### src/rtl/seg7_pkg.sv
// seg7_pkg: segment pattern constants shared by the seven-segment display driver and the scan reader.
// Patterns are active-low over {a,b,c,d,e,f,g}: bit 6 = a ... bit 0 = g.
package seg7_pkg;
  localparam logic [6:0] SEG_0 = 7'b0000001;
  localparam logic [6:0] SEG_1 = 7'b1001111;
  localparam logic [6:0] SEG_2 = 7'b0010010;
  localparam logic [6:0] SEG_3 = 7'b0000110;
  localparam logic [6:0] SEG_4 = 7'b1001100;
  localparam logic [6:0] SEG_5 = 7'b0100100;
  localparam logic [6:0] SEG_6 = 7'b0100000;
  localparam logic [6:0] SEG_7 = 7'b0001101;
  localparam logic [6:0] SEG_8 = 7'b0000000;
  localparam logic [6:0] SEG_9 = 7'b0001100;
  localparam logic [6:0] SEG_BLANK = 7'h7F;
  localparam logic [3:0] DIG_BLANK = 4'hF;
  localparam logic [3:0] DIG_ERR = 4'hE;
endpackage

### src/rtl/seg7_pattern_decode.sv
// seg7_pattern_decode: active-low 7-segment pattern back to a digit code.
// Ports: pat (segments a..g, active-low) in; code (0-9, F blank, E error) and err out.
module seg7_pattern_decode
  import seg7_pkg::*;
(
  input  logic [6:0] pat,
  output logic [3:0] code,
  output logic       err
);
  always_comb begin
    err = 1'b0;
    case (pat)
      SEG_0: code = 4'd0;
      SEG_1: code = 4'd1;
      SEG_2: code = 4'd2;
      SEG_3: code = 4'd3;
      SEG_4: code = 4'd4;
      SEG_5: code = 4'd5;
      SEG_6: code = 4'd6;
      SEG_7: code = 4'd7;
      SEG_8: code = 4'd8;
      SEG_9: code = 4'd9;
      SEG_BLANK: code = DIG_BLANK;
      default: begin
        code = DIG_ERR;
        err = 1'b1;
      end
    endcase
  end
endmodule

### src/rtl/seg7_scan_reader.sv
// seg7_scan_reader: samples a multiplexed active-low segment bus, decodes stable digits and publishes whole frames.
// Ports: clk, rst (async active-low), seg_in (a..g,dp active-low), dig_in_n (active-low selects), clr (sync
// partial-frame clear); bcd_out/err_out/dp_out hold the last frame, frame_valid pulses once per publish.
module seg7_scan_reader
  import seg7_pkg::*;
#(
  parameter int NDIG = 4,
  parameter int STABLE = 4
) (
  input  logic              clk,
  input  logic              rst,
  input  logic [7:0]        seg_in,
  input  logic [NDIG-1:0]   dig_in_n,
  input  logic              clr,
  output logic [4*NDIG-1:0] bcd_out,
  output logic [NDIG-1:0]   err_out,
  output logic [NDIG-1:0]   dp_out,
  output logic              frame_valid
);
  localparam logic [3:0] STB = 4'(STABLE);
  logic [NDIG+7:0] s_q;
  logic [3:0] cnt, cnt_nx, code;
  logic [NDIG-1:0] mask, mask_nx, sh_err, sh_dp, err_nx, dp_nx, sel;
  logic [4*NDIG-1:0] sh_bcd, bcd_nx;
  logic same, one_low, capture, err;
  assign sel = ~dig_in_n;
  assign one_low = (sel != '0) && ((sel & (sel - NDIG'(1))) == '0);
  assign same = {dig_in_n, seg_in} == s_q;
  assign cnt_nx = !(same && one_low) ? 4'd0 : (cnt == STB) ? cnt : cnt + 4'd1;
  // Fires only on the STABLE-1 -> STABLE step, so a held input captures once.
  assign capture = same && one_low && cnt == STB - 4'd1;
  seg7_pattern_decode u_dec (
    .pat(s_q[7:1]),
    .code(code),
    .err(err)
  );
  always_comb begin
    bcd_nx = sh_bcd;
    err_nx = sh_err;
    dp_nx = sh_dp;
    mask_nx = mask | sel;
    for (int i = 0; i < NDIG; i++) begin
      bcd_nx[4*i+:4] = sel[i] ? code : sh_bcd[4*i+:4];
      err_nx[i] = sel[i] ? err : sh_err[i];
      dp_nx[i] = sel[i] ? ~s_q[0] : sh_dp[i];
    end
  end
  always_ff @(posedge clk or negedge rst) begin
    if (!rst) begin
      s_q <= '1;
      cnt <= '0;
      mask <= '0;
      sh_bcd <= {NDIG{DIG_BLANK}};
      sh_err <= '0;
      sh_dp <= '0;
      bcd_out <= {NDIG{DIG_BLANK}};
      err_out <= '0;
      dp_out <= '0;
      frame_valid <= 1'b0;
    end else begin
      s_q <= {dig_in_n, seg_in};
      frame_valid <= 1'b0;
      if (clr) begin
        cnt <= '0;
        mask <= '0;
        sh_bcd <= {NDIG{DIG_BLANK}};
        sh_err <= '0;
        sh_dp <= '0;
      end else begin
        cnt <= cnt_nx;
        if (capture) begin
          sh_bcd <= bcd_nx;
          sh_err <= err_nx;
          sh_dp <= dp_nx;
          mask <= &mask_nx ? '0 : mask_nx;
          if (&mask_nx) begin
            bcd_out <= bcd_nx;
            err_out <= err_nx;
            dp_out <= dp_nx;
            frame_valid <= 1'b1;
          end
        end
      end
    end
  end
endmodule

### config.mk
export PLATFORM = sky130hd
export DESIGN_NAME = seg7_scan_reader
export DESIGN_NICKNAME = d
export VERILOG_FILES = /design/src/rtl/seg7_pkg.sv /design/src/rtl/seg7_pattern_decode.sv /design/src/rtl/seg7_scan_reader.sv
export SDC_FILE = /design/constraint.sdc
export NUM_CORES = 1
export LEC_CHECK = 0
export BUFFER_PORTS_ARGS = -buffer_cell sky130_fd_sc_hd__buf_2
export CAP_MARGIN = 20
export CORE_MARGIN = 1.5
export CORE_UTILIZATION = 33
export DETAILED_ROUTE_END_ITERATION = 12
export PLACE_DENSITY = 0.61
export RECOVER_POWER = 50
export SYNTH_ARGS = -nofsm -noshare
export SYNTH_HDL_FRONTEND = slang
export SYNTH_SLANG_ARGS = --single-unit
### constraint.sdc
create_clock -name clk -period 2.8 [get_ports clk]
set_input_delay 0.14 -clock clk [delete_from_list [all_inputs] [get_ports clk]]
set_output_delay 0.14 -clock clk [all_outputs]
set_load 0.02 [all_outputs]
# After elaboration in Yosys (flattened, before gate mapping)
# Index checks and enable logic that the tools add are counted.
dict set report classes {
  add_sub_neg 2
  mul 0
  div 0
  n_lt_le_gt_ge 0
  eq_ne 14
  shift 0
  n_mux 29
  bitwise 5
  reduce_logical 10
}
# cell n
set op_table {}
lappend op_table {{4-bit 2-to-1 mux} 14}
lappend op_table {{4-bit case mux with 11 select lines} 1}
lappend op_table {{16-bit 2-to-1 mux} 2}
lappend op_table {{7-bit equality test, second input constant} 3}
lappend op_table {{7-bit by 4-bit equality test with 1-bit output, second input constant} 2}
lappend op_table {{7-bit by 6-bit equality test with 1-bit output, second input constant} 2}
lappend op_table {{12-bit equality test} 1}
lappend op_table {{1-bit 2-to-1 mux} 12}
lappend op_table {{11-bit OR reduction} 1}
lappend op_table {{7-bit by 1-bit equality test with 1-bit output, second input constant} 1}
lappend op_table {{7-bit by 3-bit equality test with 1-bit output, second input constant} 1}
lappend op_table {{7-bit by 5-bit equality test with 1-bit output, second input constant} 1}
lappend op_table {{7-bit zero test} 1}
lappend op_table {{6-bit AND reduction} 1}
lappend op_table {{4-bit by 1-bit adder with 4-bit output, second input constant} 1}
lappend op_table {{4-bit bitwise AND} 1}
lappend op_table {{4-bit by 2-bit equality test with 1-bit output, second input constant} 1}
lappend op_table {{4-bit by 3-bit equality test with 1-bit output, second input constant} 1}
lappend op_table {{4-bit zero test} 1}
lappend op_table {{4-bit NOT} 1}
lappend op_table {{4-bit bitwise OR} 1}
lappend op_table {{4-bit AND reduction} 1}
lappend op_table {{4-bit nonzero test} 1}
lappend op_table {{4-bit by 1-bit subtractor with 4-bit output, second input constant} 1}
lappend op_table {{other kinds (4)} 7}
dict set report word_totals {
  reg_bits 69
  latch_bits 0
  ramBits 0
  romBits 0
  input_bits 15
  out_inout_bits 25
  memories 0
}

# Longest topological paths before layout
# Gate-level depths: netlist of run 1.
dict set report depth {
  depth_word 9
  ltp_mapped 8
  mapped_depth_nobuf 6
}

# Cells and area by module
# Synthesis of run 1 repeated with hierarchy kept, for this count alone.
dict set report unflattened {
  cells_unflattened 282
  hier_area_um2 3552.2
}
# module n_inst cells_each area_each_um2 seq_area_each_um2
set by_module_without_submodules {}
lappend by_module_without_submodules {seg7_scan_reader 1 244 3279.4 1781.7}
lappend by_module_without_submodules {seg7_pattern_decode 1 38 272.8 0.0}

# Worst setup path after synthesis of run 1
# OpenSTA, ideal clock, no wires.
dict set report synth_timing {
  path_kind {register -> register}
  startpoint {reg s_q[6]}
  endpoint {reg sh_bcd[11]}
  t_arrival_ns 2.093
  slack_ns 0.610
  stages_incl_launch_ff 8
  path_cell_list {dfstp_2 > buf_4 > or3b_2 > o22a_1 > o221a_2 > buf_2 > a21oi_1 > a31oi_1}
}
dict set report synth_between {
  elab_chain_len 5
  elab_cells_between_ends 19
  cone_classes {eq/ne (11); mux (4); reduce/logical (4)}
}
# element line
set synth_lines {}
lappend synth_lines {{start, declared} seg7_scan_reader.sv:21} ;# logic [NDIG+7:0] s_q;
lappend synth_lines {{start signal, assigned} seg7_scan_reader.sv:61} ;# s_q <= {dig_in_n, seg_in};
lappend synth_lines {{7-bit equality test (tied with other cells)} seg7_pattern_decode.sv:12} ;# case (pat)
lappend synth_lines {{4-bit case mux with 11 select lines} seg7_pattern_decode.sv:12}
lappend synth_lines {{4-bit 2-to-1 mux} seg7_scan_reader.sv:43} ;# bcd_nx[4*i+:4] = sel[i] ? code : sh_bcd[4*i+:4];
lappend synth_lines {{16-bit 2-to-1 mux} seg7_scan_reader.sv:71} ;# if (capture) begin
lappend synth_lines {{16-bit 2-to-1 mux} seg7_scan_reader.sv:63} ;# if (clr) begin
lappend synth_lines {{end signal, assigned} seg7_scan_reader.sv:53} ;# sh_bcd <= {NDIG{DIG_BLANK}};
lappend synth_lines {{end signal, assigned} seg7_scan_reader.sv:66} ;# sh_bcd <= {NDIG{DIG_BLANK}};
lappend synth_lines {{end signal, assigned} seg7_scan_reader.sv:72} ;# sh_bcd <= bcd_nx;
lappend synth_lines {{end, declared} seg7_scan_reader.sv:24} ;# logic [4*NDIG-1:0] sh_bcd, bcd_nx;
# Parallel ways exist; a longest one is shown, timed or not. The select of a mux whose other input is x is not followed.
# A chain may end at the register's enable or synchronous reset.

# Final worst setup path of run 1
dict set report layout_timing {
  startpoint {in dig_in_n[1]}
  endpoint {reg dp_out[0]}
}
dict set report layout_between {
  elab_chain_len 8
  elab_cells_between_ends 11
  cone_classes {add/sub (1); eq/ne (1); bitwise (3); reduce/logical (6)}
}
# element line
set layout_lines {}
lappend layout_lines {{start, declared} seg7_scan_reader.sv:13} ;# input logic [NDIG-1:0] dig_in_n,
lappend layout_lines {{4-bit NOT} seg7_scan_reader.sv:26} ;# assign sel = ~dig_in_n;
lappend layout_lines {{4-bit by 1-bit subtractor with 4-bit output} seg7_scan_reader.sv:27} ;# assign one_low = (sel != '0) && ((sel & (sel - NDIG'(1))) == '0);
lappend layout_lines {{4-bit bitwise AND} seg7_scan_reader.sv:27}
lappend layout_lines {{4-bit zero test} seg7_scan_reader.sv:27}
lappend layout_lines {{1-bit logical AND} seg7_scan_reader.sv:27}
lappend layout_lines {{1-bit logical AND (2 in a row)} seg7_scan_reader.sv:31} ;# assign capture = same && one_low && cnt == STB - 4'd1;
lappend layout_lines {{6-bit AND reduction (no source line) *} -}
lappend layout_lines {{end signal, assigned} seg7_scan_reader.sv:79} ;# dp_out <= dp_nx;
lappend layout_lines {{end, declared} seg7_scan_reader.sv:17} ;# output logic [NDIG-1:0] dp_out,
# Every way passes the cells marked *; elsewhere a longest branch is shown, timed or not.

==> impl_metrics.ini, run 1 <==
[outcome]
status = finished with violations
violations = capacitance limit, slew limit

[global_route]
track_usage_pct = 17.3
grt_max_degree = 70
antenna_found_initial = 0
gr-total-overflow = 0
first_global_vias = 2954
grt_pass1_wl_mm = 15.4

[detailed_routing]
drc = 0
via_per_inst = 5.26
wl_per_cell_um = 17.3
drt-total-wl_mm = 9.51
vias = 2891
drt_iter0_markers = 202
drt.antenna.violating_nets = 0
firstDrtPassIters = 4

[synth]
synthDistinctLibCells = 53
synth_top_area_share_pct = 31.5
ys_ff_latch = 69
synth_nets = 367
syn_inst = 350
syn_avg_cell_area_um2 = 10.5
synth_top_area_cell = dfstp_2
ys_seq_area_share_pct = 48.6
synth_edf_count = 0
synth_warnings = 0
synthArstFlopShare_pct = 100
synth_ff_type = dfstp_2
synth_area_um2 = 3670
synth.area.top_cells = dfstp_2 (32%), dfrtp_1 (17%), mux2_2 (6.1%)

[clocking]
clockBufferDepth = 2
numCtsBuffers = 9
cts_tree = yes
cts_resized = 0
cts_sinks = 69
hold_buffers = 10
cts_setup_buffers = 0
clkTransAtPathRegs_ns = 0.08
h-tree-depth = 3
worstSkewPairLatency_ns = 0.35
cts_root_buf = clkbuf_8

[place]
place_area_um2 = 4060
place_congestion = 0.812
port_buffers = 39
place_inst = 524
hpwl_mm = 6.38

[pwr]
irDropWorstVdd_mv = 0.197
p_leak_uw = 0.00190
p_per_area_nw_per_um2 = 538

[min_path]
worstHoldPathCells = 3
min-delay-path-class = in -> reg
holdPathEnd = bcd_out[3]
hp-start = dig_in_n[0]

[worst_setup_path]
worstSetupStartpointType = input port
reg2reg_to = bcd_out[8]
cp.arrival_ns = 2.71
rr_worst_depth = 5
crit_type = in -> reg
critical_path.startpoint = dig_in_n[1]
r2r_start = s_q[6]
cp-end-kind = flop
cp_max_fo = 22
r2r_setup_slack_ns = 0.36
cp.required_ns = 3.04

[floorplanning]
coreArea_um2 = 10800
die_w_um = 108
initial_core_util_pct = 33.8
rows = 38
dieHeight_um = 108
io_pins = 40
dieArea_um2 = 11800

[final_layout]
final_layout_size_suffix_gt1_share_pct = 32.7
utilization_pct = 40.8
fin_area_um2 = 4430
area_delta_synth_final_pct = 20.7
fill_cells = 1052
finalNetCount = 422
final_cells = 550
n_antenna_cell = 0

[timing]
drv_slew = 70
min_period_ns = 2.47
tightest_slew_ns = 1.67
fmax_ghz = 0.405
fin_crit_sh_pct = 88.1
finalHoldViolations = 0
max_slew_margin_pct = -11.6
setup_viol = 0
clock-skew-final_ns = 0.00929
fin_setup_tns_ns = 0
rsz0062_at_grt = no

[flow_run]
drv_cap = 1
## sequential cells by signal, summed over array words and instances (netlist names)
signal	flops
frame_valid	1
sh_dp	4
mask	4
sh_bcd	16
sh_err	4
s_q	12
err_out	4
cnt	4
bcd_out	16
dp_out	4
## metrics by stage
| step | hold slack, ns | worst slack, ns | total power (uW) |
|---|---|---|---|
| floorplan | -0.156 | 0.610 | 1140 |
| global placement | 0.189 | 0.451 | 1200 |
| global route | 0.217 | 0.187 | 2460 |
| finish | 0.224 | 0.333 | 2380 |
| CTS | 0.0270 | 0.341 | 2410 |
| detailed placement | 0.194 | 0.420 | 1200 |
## metal layers
metal	GRT usage, %	share of wire [%]	vias to the layer above
met4	7.42	1.6	0
met5	0	0	-
met3	3.92	6.8	11
li1	-	-	1387
met2	27.0	46	94
met1	22.9	46	1399
## cells in the final DEF, fill, tap and decap left out, types with 6 or more instances in the layout
| cell | instances |
|---|---|
| buf_2 | 29 |
| a211oi_1 | 8 |
| buf_4 | 16 |
| xnor2_1 | 12 |
| o21ai_0 | 11 |
| a21oi_1 | 12 |
| o31ai_1 | 20 |
| dfstp_2 | 44 |
| clkbuf_1 | 11 |
| dlygate4sd3_1 | 10 |
| dfrtp_1 | 25 |
| a31oi_1 | 9 |
| o211ai_1 | 11 |
| mux2_2 | 20 |
| and2_1 | 6 |
| nand4_1 | 12 |
| nor3_1 | 10 |
| inv_1 | 20 |
| nand3_1 | 9 |
| nor2_1 | 10 |
| clkbuf_8 | 10 |
| nand2_1 | 22 |
## how the worst max path moves through the flow
stage	cells after the start	endpoint
final	8	dp_out[0]
after global routing	8	bcd_out[15]
after CTS	8	dp_out[0]
after detailed placement	5	bcd_out[8]
after global placement	5	bcd_out[4]
after floorplan	7	sh_bcd[11]
## worst max-delay path: stages
cell and delay [ns]:
dlygate4sd3_1 0.52, buf_2 0.26, inv_1 0.17, or3_1 0.48
a2111oi_4 0.42, nand3_2 0.15, buf_4 0.25, mux2_2 0.30
## report_power, final
group | internal, uW | switching (uW)
logic | 55.1 | 101
registers | 1020 | 20.5
clock network | 796 | 393
## cell families after synthesis
kind of cell | after synthesis | synth area share, %
flip-flops | 69 | 48.6
AO/OA/AOI/OAI | 95 | 18.7
XOR/XNOR | 17 | 4.06
multiplexers | 25 | 7.51
AND/OR/NAND/NOR | 99 | 15.1
adder cells (fa/ha/maj) | 2 | 0.682
buffers and inverters | 43 | 5.36
## synthesized netlist by cell type (6+ instances only)
library cell,number
o31ai_1,20
o211ai_1,11
nor3_1,10
dfstp_2,44
mux2_2,20
and2_1,6
clkbuf_1,13
dfrtp_1,25
nand3_1,9
inv_1,20
a31oi_1,9
nand4_1,12
nor2_1,10
xnor2_1,12
nand2_1,22
a21oi_1,12
a211oi_1,8
o21ai_0,11
## area by class of cell
cell class	count	area, um2	share of cell area (%)
clock buffers	10	138	3.11
well taps	140	175	3.96
repair buffers	67	412	9.30
clock inverters	6	158	3.56
flip-flops and latches	69	1780	40.2
multi-input cells	238	1690	38.1
inverters	20	75.1	1.70
No activity file was read; power rests on OpenSTA's default activity.
==> inputs of run 2 (changes only) <==
ABC_AREA = 1   (was unset)
==> impl_metrics.ini, run 2 <==
[worst_setup_path]
r2r_start = s_q[4]
cp-end-kind = flop
critical_path.startpoint = dig_in_n[1]
cp.required_ns = 3.04
crit_type = in -> reg
cp.arrival_ns = 2.52
cp_max_fo = 17
worstSetupStartpointType = input port

[global_route]
grt_pass1_wl_mm = 14.9
met1_usage_pct = 21.0
grt_max_degree = 70
gr-total-overflow = 0
grtUsageMet2_pct = 26.3
busiest_layer = met2
track_usage_pct = 16.3
first_global_vias = 3156
antenna_found_initial = 0
grt_use_met3_pct = 3.89

[timing]
min_period_ns = 2.28
fin_crit_sh_pct = 81.4
rsz0062_at_grt = no
fin_hold_ws_ns = 0.191
fin_setup_tns_ns = 0
fmax_ghz = 0.439
drv_slew = 70
clock-skew-final_ns = 0.0117
setup_viol = 0
finalHoldViolations = 0
tightest_slew_ns = 1.70
max_slew_margin_pct = -13.4

[floorplanning]
rows = 38
io_pins = 40
coreArea_um2 = 10900
initial_core_util_pct = 34.0
dieHeight_um = 109
die_w_um = 109
dieArea_um2 = 11900

[place]
place_congestion = 0.863
hpwl_mm = 5.97
port_buffers = 39

[synth]
synth_area_um2 = 3710
synth_common_cells = nand2_1 (154), nor2_1 (76), inv_1 (46)
ys_seq_area_share_pct = 48.1
synth_top_area_share_pct = 31.2
synth_ff_type = dfstp_2
syn_avg_cell_area_um2 = 7.79
yosys.cell_count.top_type = nand2_1
synthArstFlopShare_pct = 100
synth_nets = 493
synth.area.top_cells = dfstp_2 (31%), dfrtp_1 (17%), nand2_1 (16%)
synth_warnings = 0
synth_edf_count = 0
synthDistinctLibCells = 36
synth_top_area_cell = dfstp_2
syn_inst = 476
ys_ff_latch = 69

[clocking]
clkTransAtPathRegs_ns = 0.08
cts_sinks = 69
cts_tree = yes
cts_setup_buffers = 0
numCtsBuffers = 9
h-tree-depth = 3
clockBufferDepth = 2
cts_root_buf = clkbuf_8
worstSkewPairLatency_ns = 0.35

[final_layout]
final_common_cell = nand2_1
area_delta_synth_final_pct = 15.7
n_antenna_cell = 0
fill_cells = 1138
layout_common_cells = nand2_1 (154), nor2_1 (76), inv_1 (46)
finalNetCount = 541
final_layout_size_suffix_gt1_share_pct = 22.7
top_regs = bcd_out (16), sh_bcd (16), s_q (12)
ff_latch_area_um2 = 1780
multi_input_area_um2 = 1610

[pwr]
irDropWorstVdd_mv = 0.171
p_leak_uw = 0.00209
p_per_area_nw_per_um2 = 503

[detailed_routing]
drc = 0
drt_iter0_markers = 152
via_per_inst = 4.60
wl_per_cell_um = 12.9
vias = 3080
drt-total-wl_mm = 8.62
drt.antenna.violating_nets = 0
firstDrtPassIters = 4

[flow_run]
drv_cap = 1

[outcome]
status = finished with violations
violations = capacitance limit, slew limit

[min_path]
min-delay-path-class = in -> reg
hp-start = dig_in_n[3]
-- run 2: layout make-up --
| class | count | area share (%) |
|---|---|---|
| Sequential cell | 69 | 41.5 |
| Clock inverter | 6 | 2.22 |
| Clock buffer | 10 | 2.97 |
| Timing Repair Buffer | 51 | 6.91 |
| Tap cell | 140 | 4.08 |
| Multi-Input combinational cell | 339 | 37.5 |
| Inverter | 54 | 4.78 |
-- run 2: repair_timing --
| item | in CTS | in global routing |
|---|---|---|
| gates resized for setup | 0 | 0 |
| hold buffers | 11 | 0 |
| endpoints found under the hold margin | 11 | 0 |
-- run 2: per-layer routing --
metal  part of all wire, %  wire length (um)
met1                    46              4000
met2                    47              4080
met3                   4.6               396
met4                   1.7               147
met5                     0                 0
-- run 2: worst max-delay path, cell delays in order --
cell	delay, ns
dlygate4sd3_1	0.53
clkbuf_1	0.23
inv_1	0.29
or2_2	0.20
nand4_4	0.14
nor2_1	0.19
nand4_2	0.47
nor2_1	0.26
nor2_1	0.06
-- run 2: power by group --
group          switching [uW]  internal (uW)  total [uW]
clock network             416            511         928
registers                13.9           1020        1040
logic                     133           61.5         194
-- run 2: path summary, 6_finish.rpt --
kind,end,slack (ns),cells after the start
max,err_out[1],0.52,9
min in group asynchronous,cnt[0],0.30,2
min reg2reg,bcd_out[10],0.47,2
max in group asynchronous,err_out[0],1.48,2
max reg2reg,err_out[1],0.69,10
min,s_q[11],0.19,1
-- run 2: stage by stage --
step           setup WS [ns]  instance area (um2)  cells  utilization [%]  total power (uW)
3_3_place_gp           0.748                 3970    642             36.5              1230
5_1_grt                0.310                 4290    669             39.4              2250
3_5_place_dp           0.757                 3970    642             36.5              1240
2_1_floorplan           1.10                 3710    476                -              1170
6_report               0.520                 4290    669             39.4              2160
4_1_cts                0.632                 4310    669             39.6              2190
-- run 2: kinds of logic after synthesis --
family	Yosys count	synth area share, %
xor gates and xnor gates	13	3.07
AOI/OAI and AO/OA	51	7.73
adders and majority gates	2	0.675
and+or+nand+nor	273	31.9
buffers and inverters	68	8.54
DFF	69	48.1
